`src/rtl/fsk_pkg.sv`:
```
// Shared defaults and LUT generation for the 2FSK modulator.
// sine_val() is a pure-integer constant function so the sine table can be
// built at elaboration time without real arithmetic in the RTL.
package fsk_pkg;

  localparam int PHASE_W_DFLT = 24;
  localparam int LUT_AW_DFLT  = 8;
  localparam int DATA_W_DFLT  = 8;
  localparam int SPS_DFLT     = 256;

  localparam logic [23:0] FTW0_DFLT = 24'h020000;
  localparam logic [23:0] FTW1_DFLT = 24'h040000;

  // Offset-binary zero for the default sample width.
  localparam logic [7:0] MIDSCALE = 8'h80;

  // LUT[k] = round((2^(dw-1)-0.5) * (1 + sin(2*pi*k/2^aw))), clipped.
  // Works in Q30 fixed point: the angle is folded into the first quadrant,
  // sin() comes from a 15th-order Taylor series, and the result is rounded
  // half-up so that sin=0 lands exactly on midscale.
  function automatic int sine_val(input int k, input int aw, input int dw);
    longint one_q;
    longint pi_q;
    longint kk;
    longint quarter;
    longint quad;
    longint r;
    longint theta;
    longint term;
    longint sum;
    longint amp;
    longint num;
    longint res;
    one_q   = 64'sd1 << 30;
    pi_q    = 64'sd3373259426;           // pi * 2^30
    kk      = longint'(k);
    quarter = (64'sd1 <<< longint'(aw)) / 64'sd4;
    quad    = (kk / quarter) % 64'sd4;
    r       = kk % quarter;
    // Second and fourth quadrants mirror about pi/2.
    if ((quad == 64'sd1) || (quad == 64'sd3)) begin
      r = quarter - r;
    end else begin
      r = r;
    end
    theta = (pi_q * r) / (64'sd2 * quarter);
    sum   = theta;
    term  = theta;
    for (longint n = 64'sd1; n <= 64'sd7; n++) begin
      term = (term * theta) >>> 30;
      term = (term * theta) >>> 30;
      term = -(term / ((64'sd2 * n) * (64'sd2 * n + 64'sd1)));
      sum  = sum + term;
    end
    // Lower half-cycle is the negative image of the upper one.
    if (quad >= 64'sd2) begin
      sum = -sum;
    end else begin
      sum = sum;
    end
    amp = (64'sd1 <<< longint'(dw)) - 64'sd1;
    num = amp * (one_q + sum) + one_q;
    res = num / (64'sd2 * one_q);
    if (res < 64'sd0) begin
      res = 64'sd0;
    end else if (res > amp) begin
      res = amp;
    end else begin
      res = res;
    end
    return int'(res);
  endfunction

endpackage

```
`src/rtl/fsk_modulator_if.sv`:
```
// Signal bundle between the modulator, its code source and the DAC side.
// slave  : the modulator itself.
// master : whoever drives enable/code and consumes the sample stream.
interface fsk_modulator_if #(
  parameter int DATA_W = 8
) ();

  logic              enable;
  logic              code;
  logic              bit_req;
  logic              sym_tick;
  logic              cur_bit;
  logic [DATA_W-1:0] dout;
  logic              dout_valid;

  modport slave (
    input  enable,
    input  code,
    output bit_req,
    output sym_tick,
    output cur_bit,
    output dout,
    output dout_valid
  );

  modport master (
    output enable,
    output code,
    input  bit_req,
    input  sym_tick,
    input  cur_bit,
    input  dout,
    input  dout_valid
  );

endinterface

```
`src/rtl/fsk_sine_rom.sv`:
```
// Registered full-cycle sine ROM, unsigned offset-binary output.
// Contents are fixed at elaboration from fsk_pkg::sine_val(). The output
// register only advances when en is high so the pipeline can be frozen.
module fsk_sine_rom
  import fsk_pkg::*;
#(
  parameter int LUT_AW = 8,
  parameter int DATA_W = 8
) (
  input  logic              clk,
  input  logic              rst,
  input  logic              en,
  input  logic [LUT_AW-1:0] addr,
  output logic [DATA_W-1:0] q
);

  localparam int DEPTH = 2 ** LUT_AW;
  localparam logic [DATA_W-1:0] MID = {1'b1, {(DATA_W-1){1'b0}}};

  logic [DATA_W-1:0] lut_s [DEPTH];
  logic [DATA_W-1:0] q_d;
  logic [DATA_W-1:0] q_q;

  for (genvar i = 0; i < DEPTH; i++) begin : g_lut
    localparam int VAL = sine_val(i, LUT_AW, DATA_W);
    assign lut_s[i] = VAL[DATA_W-1:0];
  end

  // Next ROM output: look up when enabled, otherwise keep the last sample.
  always_comb begin
    q_d = q_q;
    if (en) begin
      q_d = lut_s[addr];
    end else begin
      q_d = q_q;
    end
  end

  // ROM output register, resets to midscale.
  always_ff @(posedge clk) begin
    if (rst) begin
      q_q <= MID;
    end else begin
      q_q <= q_d;
    end
  end

  assign q = q_q;

endmodule

```
`src/rtl/fsk_modulator.sv`:
```
// 2FSK modulator: pulls one code bit per symbol from the serial source,
// selects a tuning word from it and runs a phase accumulator through a
// registered sine ROM to produce an unsigned DAC sample stream.
//
// Build option:
//   FSK_PHASE_RESET_EN  when defined, the accumulator restarts from phase 0
//                       at the first clock of every symbol. When undefined
//                       (default) the modulator is continuous-phase.
//
// Timing: phase -> rom_q -> dout is two enabled edges. bit_req is the only
// combinational output; it comes from registered state and enable, so the
// source (which updates on the falling edge) sees a settled request.
module fsk_modulator
  import fsk_pkg::*;
#(
  parameter int                 PHASE_W = PHASE_W_DFLT,
  parameter int                 LUT_AW  = LUT_AW_DFLT,
  parameter int                 DATA_W  = DATA_W_DFLT,
  parameter int                 SPS     = SPS_DFLT,
  parameter logic [PHASE_W-1:0] FTW0    = FTW0_DFLT,
  parameter logic [PHASE_W-1:0] FTW1    = FTW1_DFLT
) (
  input logic            clk,
  input logic            rst,
  fsk_modulator_if.slave bus
);

  localparam int CNT_W = (SPS > 2) ? $clog2(SPS) : 1;
  localparam logic [CNT_W-1:0]  CNT_MAX  = CNT_W'(SPS - 1);
  localparam logic [CNT_W-1:0]  CNT_ZERO = {CNT_W{1'b0}};
  localparam logic [CNT_W-1:0]  CNT_ONE  = CNT_W'(1);
  localparam logic [DATA_W-1:0] MID      = {1'b1, {(DATA_W-1){1'b0}}};

  // Symbol timing and bit capture.
  logic [CNT_W-1:0]   sym_cnt_d;
  logic [CNT_W-1:0]   sym_cnt_q;
  logic               cur_bit_d;
  logic               cur_bit_q;
  logic               sym_tick_d;
  logic               sym_tick_q;

  // Accumulator and sample pipeline.
  logic [PHASE_W-1:0] phase_d;
  logic [PHASE_W-1:0] phase_q;
  logic [PHASE_W-1:0] ftw_s;
  logic [LUT_AW-1:0]  rom_addr_s;
  logic [DATA_W-1:0]  rom_q_s;
  logic [DATA_W-1:0]  dout_d;
  logic [DATA_W-1:0]  dout_q;
  logic [1:0]         vld_d;
  logic [1:0]         vld_q;

  logic               sym_start_s;
  logic               sym_end_s;

  assign sym_start_s = (sym_cnt_q == CNT_ZERO);
  assign sym_end_s   = (sym_cnt_q == CNT_MAX);
  assign ftw_s       = cur_bit_q ? FTW1 : FTW0;
  assign rom_addr_s  = phase_q[PHASE_W-1 -: LUT_AW];

  // Symbol counter, bit capture and tick; everything holds while disabled.
  always_comb begin
    sym_cnt_d  = sym_cnt_q;
    cur_bit_d  = cur_bit_q;
    sym_tick_d = 1'b0;
    if (bus.enable) begin
      if (sym_end_s) begin
        sym_cnt_d = CNT_ZERO;
      end else begin
        sym_cnt_d = sym_cnt_q + CNT_ONE;
      end
      if (sym_start_s) begin
        cur_bit_d  = bus.code;
        sym_tick_d = 1'b1;
      end else begin
        cur_bit_d  = cur_bit_q;
        sym_tick_d = 1'b0;
      end
    end else begin
      sym_cnt_d  = sym_cnt_q;
      cur_bit_d  = cur_bit_q;
      sym_tick_d = 1'b0;
    end
  end

  // Phase accumulator: free-running wrap, increment follows the registered bit
  // so a new bit steers the frequency one edge after its sym_tick.
  always_comb begin
    phase_d = phase_q;
    if (bus.enable) begin
`ifdef FSK_PHASE_RESET_EN
      if (sym_start_s) begin
        phase_d = {PHASE_W{1'b0}};
      end else begin
        phase_d = phase_q + ftw_s;
      end
`else
      phase_d = phase_q + ftw_s;
`endif
    end else begin
      phase_d = phase_q;
    end
  end

  // Valid pipe tracks enable through the two datapath stages; the DAC
  // register only takes a ROM sample that was itself produced while enabled.
  always_comb begin
    vld_d  = {vld_q[0], bus.enable};
    dout_d = dout_q;
    if (bus.enable && vld_q[0]) begin
      dout_d = rom_q_s;
    end else begin
      dout_d = dout_q;
    end
  end

  // State registers with synchronous reset.
  always_ff @(posedge clk) begin
    if (rst) begin
      sym_cnt_q  <= CNT_ZERO;
      cur_bit_q  <= 1'b0;
      sym_tick_q <= 1'b0;
      phase_q    <= {PHASE_W{1'b0}};
      dout_q     <= MID;
      vld_q      <= 2'b00;
    end else begin
      sym_cnt_q  <= sym_cnt_d;
      cur_bit_q  <= cur_bit_d;
      sym_tick_q <= sym_tick_d;
      phase_q    <= phase_d;
      dout_q     <= dout_d;
      vld_q      <= vld_d;
    end
  end

  fsk_sine_rom #(
    .LUT_AW (LUT_AW),
    .DATA_W (DATA_W)
  ) u_rom (
    .clk  (clk),
    .rst  (rst),
    .en   (bus.enable),
    .addr (rom_addr_s),
    .q    (rom_q_s)
  );

  assign bus.bit_req    = bus.enable & sym_end_s;
  assign bus.sym_tick   = sym_tick_q;
  assign bus.cur_bit    = cur_bit_q;
  assign bus.dout       = dout_q;
  assign bus.dout_valid = vld_q[1];

endmodule

```
`src/flat_wrapper.sv`:
```
// flat-port wrapper written by rule: the top's interface ports become plain ports
module fsk_modulator_flat import fsk_pkg::*;
#(
  parameter int                 PHASE_W = PHASE_W_DFLT,
  parameter int                 LUT_AW  = LUT_AW_DFLT,
  parameter int                 DATA_W  = DATA_W_DFLT,
  parameter int                 SPS     = SPS_DFLT,
  parameter logic [PHASE_W-1:0] FTW0    = FTW0_DFLT,
  parameter logic [PHASE_W-1:0] FTW1    = FTW1_DFLT
)
  (clk, rst, bus_enable, bus_code, bus_bit_req, bus_sym_tick, bus_cur_bit, bus_dout, bus_dout_valid);
  fsk_modulator_if #(.DATA_W(DATA_W)) bus_i ();
  input logic clk;
  input logic rst;
  input wire logic [$bits(bus_i.enable)-1:0] bus_enable;
  input wire logic [$bits(bus_i.code)-1:0] bus_code;
  output wire logic [$bits(bus_i.bit_req)-1:0] bus_bit_req;
  output wire logic [$bits(bus_i.sym_tick)-1:0] bus_sym_tick;
  output wire logic [$bits(bus_i.cur_bit)-1:0] bus_cur_bit;
  output wire logic [$bits(bus_i.dout)-1:0] bus_dout;
  output wire logic [$bits(bus_i.dout_valid)-1:0] bus_dout_valid;
  assign bus_i.enable = bus_enable;
  assign bus_i.code = bus_code;
  assign bus_bit_req = bus_i.bit_req;
  assign bus_sym_tick = bus_i.sym_tick;
  assign bus_cur_bit = bus_i.cur_bit;
  assign bus_dout = bus_i.dout;
  assign bus_dout_valid = bus_i.dout_valid;
  fsk_modulator #(.PHASE_W(PHASE_W), .LUT_AW(LUT_AW), .DATA_W(DATA_W), .SPS(SPS), .FTW0(FTW0), .FTW1(FTW1)) u_core (.clk(clk), .rst(rst), .bus(bus_i));
endmodule
```
`config.mk`:
```
export PLATFORM = sky130hd
export DESIGN_NAME = fsk_modulator_flat
export DESIGN_NICKNAME = d
export VERILOG_FILES = /design/src/rtl/fsk_pkg.sv /design/src/rtl/fsk_modulator_if.sv /design/src/rtl/fsk_sine_rom.sv /design/src/rtl/fsk_modulator.sv /design/src/flat_wrapper.sv
export SDC_FILE = /design/constraint.sdc
export NUM_CORES = 1
export LEC_CHECK = 0
export ABC_AREA = 1
export CAP_MARGIN = 30
export CORE_MARGIN = 4
export CORE_UTILIZATION = 60
export DETAILED_ROUTE_END_ITERATION = 8
export PLACE_DENSITY_LB_ADDON = 0.25
export SYNTH_ARGS = -nofsm -noshare
export SYNTH_HDL_FRONTEND = slang
export SYNTH_SLANG_ARGS = --single-unit
```
`constraint.sdc`:
```
create_clock -name clk -period 2.65 [get_ports clk]
set_input_delay 0.265 -clock clk [delete_from_list [all_inputs] [get_ports clk]]
set_output_delay 0.265 -clock clk [all_outputs]
set_load 0.05 [all_outputs]
```
==> results_dict.tcl <==
set metrics [dict create \
    outcome "finished clean" \
    use_met1 0.392 \
    cts_made_buffers 5 \
    setup-tns-final_ns 0 \
    io_buffers 15 \
    clock-sinks 35 \
    tightest_slew_ns 0.577 \
    crit_type "flop to flop" \
    layout_common_cells "124 x nand2_1, 68 x nor2_1, 44 x nand3_1" \
    chipWidth_um 74.8 \
    place_congestion 0.984 \
    yosysWarnings 0 \
    cts_tree "yes" \
    insertion_delay_ns 0.27 \
    dp_cells 493 \
    root_buffer "clkbuf_8" \
    synth_seq_area_share 0.262 \
    num_vias 2964 \
    grt_overflow 0 \
    crit_arrival_ns 2.39 \
    drv_cap 0 \
    firstDrtPassIters 6 \
    worstPathRequired_ns 2.82 \
    hold_viol 0 \
    gr-max-usage-layer "met2" \
    via_per_inst 5.93 \
    synth.avg_cell_area_sq_um 6.09 \
    finalSetupViolations 0 \
    initial_core_util 0.618 \
    synthToLayoutAreaGrowth_pct 8.75 \
    synthTopCellsByArea "dfxtp_1 26%, nand2_1 17%, nor2_1 9.5%, nand3_1 8.2%, ha_1 8.0%" \
    diodes 0 \
    grt_pass1_wl_mm 12.3 \
    cp_slowest_stage_delay_ns 0.55 \
    hpwl_mm 5.59 \
    antenna_found_initial 0 \
    nFillCells 413 \
    final_nets 470 \
    drt-total-wl_mm 7.63 \
    path_cells "inv_1 -> ha_1 -> inv_1 -> nand2_1 -> nand3_1 -> nand3_1 -> nand2_1 -> nand2_1 -> nand2_1 -> nand2_1 -> nor2_1 -> nor2_1" \
    critPathLaunchType "flop" \
    path_common_cell "nand2_1" \
    period_needed_ns 2.22 \
    multiInputGateArea_sq_um 1700 \
    htree_levels 2 \
    first_iter_violations 372 \
    rsz0062_at_grt "no" \
    wl_per_cell_um 15.3 \
    path_max_fanout 11 \
    yosysUniqueCellTypes 35 \
    gr-usage-met3 0.0547 \
    fin_util 0.672 \
    crit_path_top_delay_cell "dfxtp_1" \
    drtAntennaViolNets 0 \
    met2_usage 0.452 \
    finalMaxSlewViolations 0 \
    p_per_area_nw_per_um2 434 \
    ios 16 \
    synth_top_area_frac 0.262 \
    fin_cells 500 \
    hold_buffers 0 \
    clock_skew_ns 0.00590 \
    clockBufferDepth 2 \
    layout-drive-gt1-share 0.0536 \
    final_common_cell "nand2_1" \
    coreArea_sq_um 4320 \
    hold_class "flop to flop" \
    drc 0 \
    synth-seq-cells 35 \
    path_clk_slew_ns 0.07 \
    grt_pass1_vias 2599 \
    synthesis.area_sq_um 2670 \
    maxSlewHeadroom 0.615 \
    ir_worst_vdd_v 0.000379 \
    cts-resized-gates 0 \
    dieArea_sq_um 5590 \
    row_count 24 \
    regArea_sq_um 701 \
    synth_nets 461 \
    fmax_mhz 450 \
    track_usage 0.283 \
    die_y_um 74.8 \
    power.leakage_uw 0.00138 \
    synth.largest_area_cell "dfxtp_1" \
    grt_max_degree 31 \
    post-cts-setup-buffers 0 \
    endpoint_kind "flop" \
    synth_cells 439 \
    finalCritPeriodShare 0.839 \
]
report_power, final:
group          leakage [uW]  internal [uW]  total (uW)  switching [uW]
logic               0.00105            104         324             220
clock network     0.0000470            204         374             170
registers          0.000286            549         566            16.7
final timing paths:
check / slack (ns) / from / cells after the start / endpoint
setup / recovery: 0.43 / u_core.phase_q[18]$_SDFFE_PP0P_ / 12 / u_core.u_rom.q[2]$_SDFFE_PP0P_
setup reg to reg: 0.43 / u_core.phase_q[18]$_SDFFE_PP0P_ / 12 / u_core.u_rom.q[2]$_SDFFE_PP0P_
hold / removal: 0.44 / u_core.vld_q[0]$_SDFF_PP0_ / 2 / u_core.vld_q[1]$_SDFF_PP0_
hold reg to reg: 0.44 / u_core.vld_q[0]$_SDFF_PP0_ / 2 / u_core.vld_q[1]$_SDFF_PP0_
synth_stat cells (all sizes together):
master and count:
nand2 127, nor2 70, nand3 44, inv 37
dfxtp 35, o21ai 34, a21oi 25, ha 17
buf 15, nand4 7, nor3 7, clkbuf 5
a31oi 3, o211ai 2, xor2 2, a21boi 1
a21o 1, fa 1, nand3b 1, nor4 1
o21bai 1, o22ai 1, or2 1, xnor2 1
critical path: cells and delay by family, from the launching register on:
family                   cells  cell delay, ns
buffers and inverters        2            0.43
flip-flops                   1            0.55
adder cells (fa/ha/maj)      1            0.39
AND/OR/NAND/NOR              9            0.75
state kept, by name (all words and copies together), names as in the netlist:
| signal | flops |
|---|---|
| u_core.phase_q | 7 |
| u_core.bus.dout | 8 |
| u_core.bus.cur_bit | 1 |
| u_core.vld_q | 2 |
| u_core.sym_cnt_q | 8 |
| u_core.u_rom.q | 8 |
| u_core.bus.sym_tick | 1 |
per-layer routing:
metal / vias to the layer above / routed length, um
met3: 18 / 635
met1: 1375 / 3370
met4: 0 / 144
met5: - / 0
li1: 1431 / -
met2: 140 / 3480
per-stage QoR:
step	hold slack, ns	setup slack [ns]	area (sq um)	total power (uW)
floorplan	0.400	0.685	2670	807
finish	0.442	0.428	2910	1260
detailed placement	0.430	0.510	2820	893
global route	0.466	0.187	2910	1330
global placement	0.419	0.631	2820	890
CTS	0.440	0.491	2910	1270
area by class of cell:
type	instances	share of cell area
Multi-Input combinational cell	347	0.586
Clock inverter	1	0.00172
Sequential cell	35	0.241
Timing Repair Buffer	22	0.0731
Tap cell	52	0.0224
Inverter	37	0.0478
Clock buffer	6	0.0284
logic make-up (layout without fill, tap and decap cells):
family / Yosys count / count (layout) / synth area share
AND/OR/NAND/NOR: 258 / 258 / 0.406
AO/OA/AOI/OAI: 68 / 68 / 0.134
buffers and inverters: 57 / 66 / 0.101
flip-flops: 35 / 35 / 0.262
adder cells (fa/ha/maj): 18 / 18 / 0.0870
XOR/XNOR: 3 / 3 / 0.00983
(Power assumes the default switching activity.)
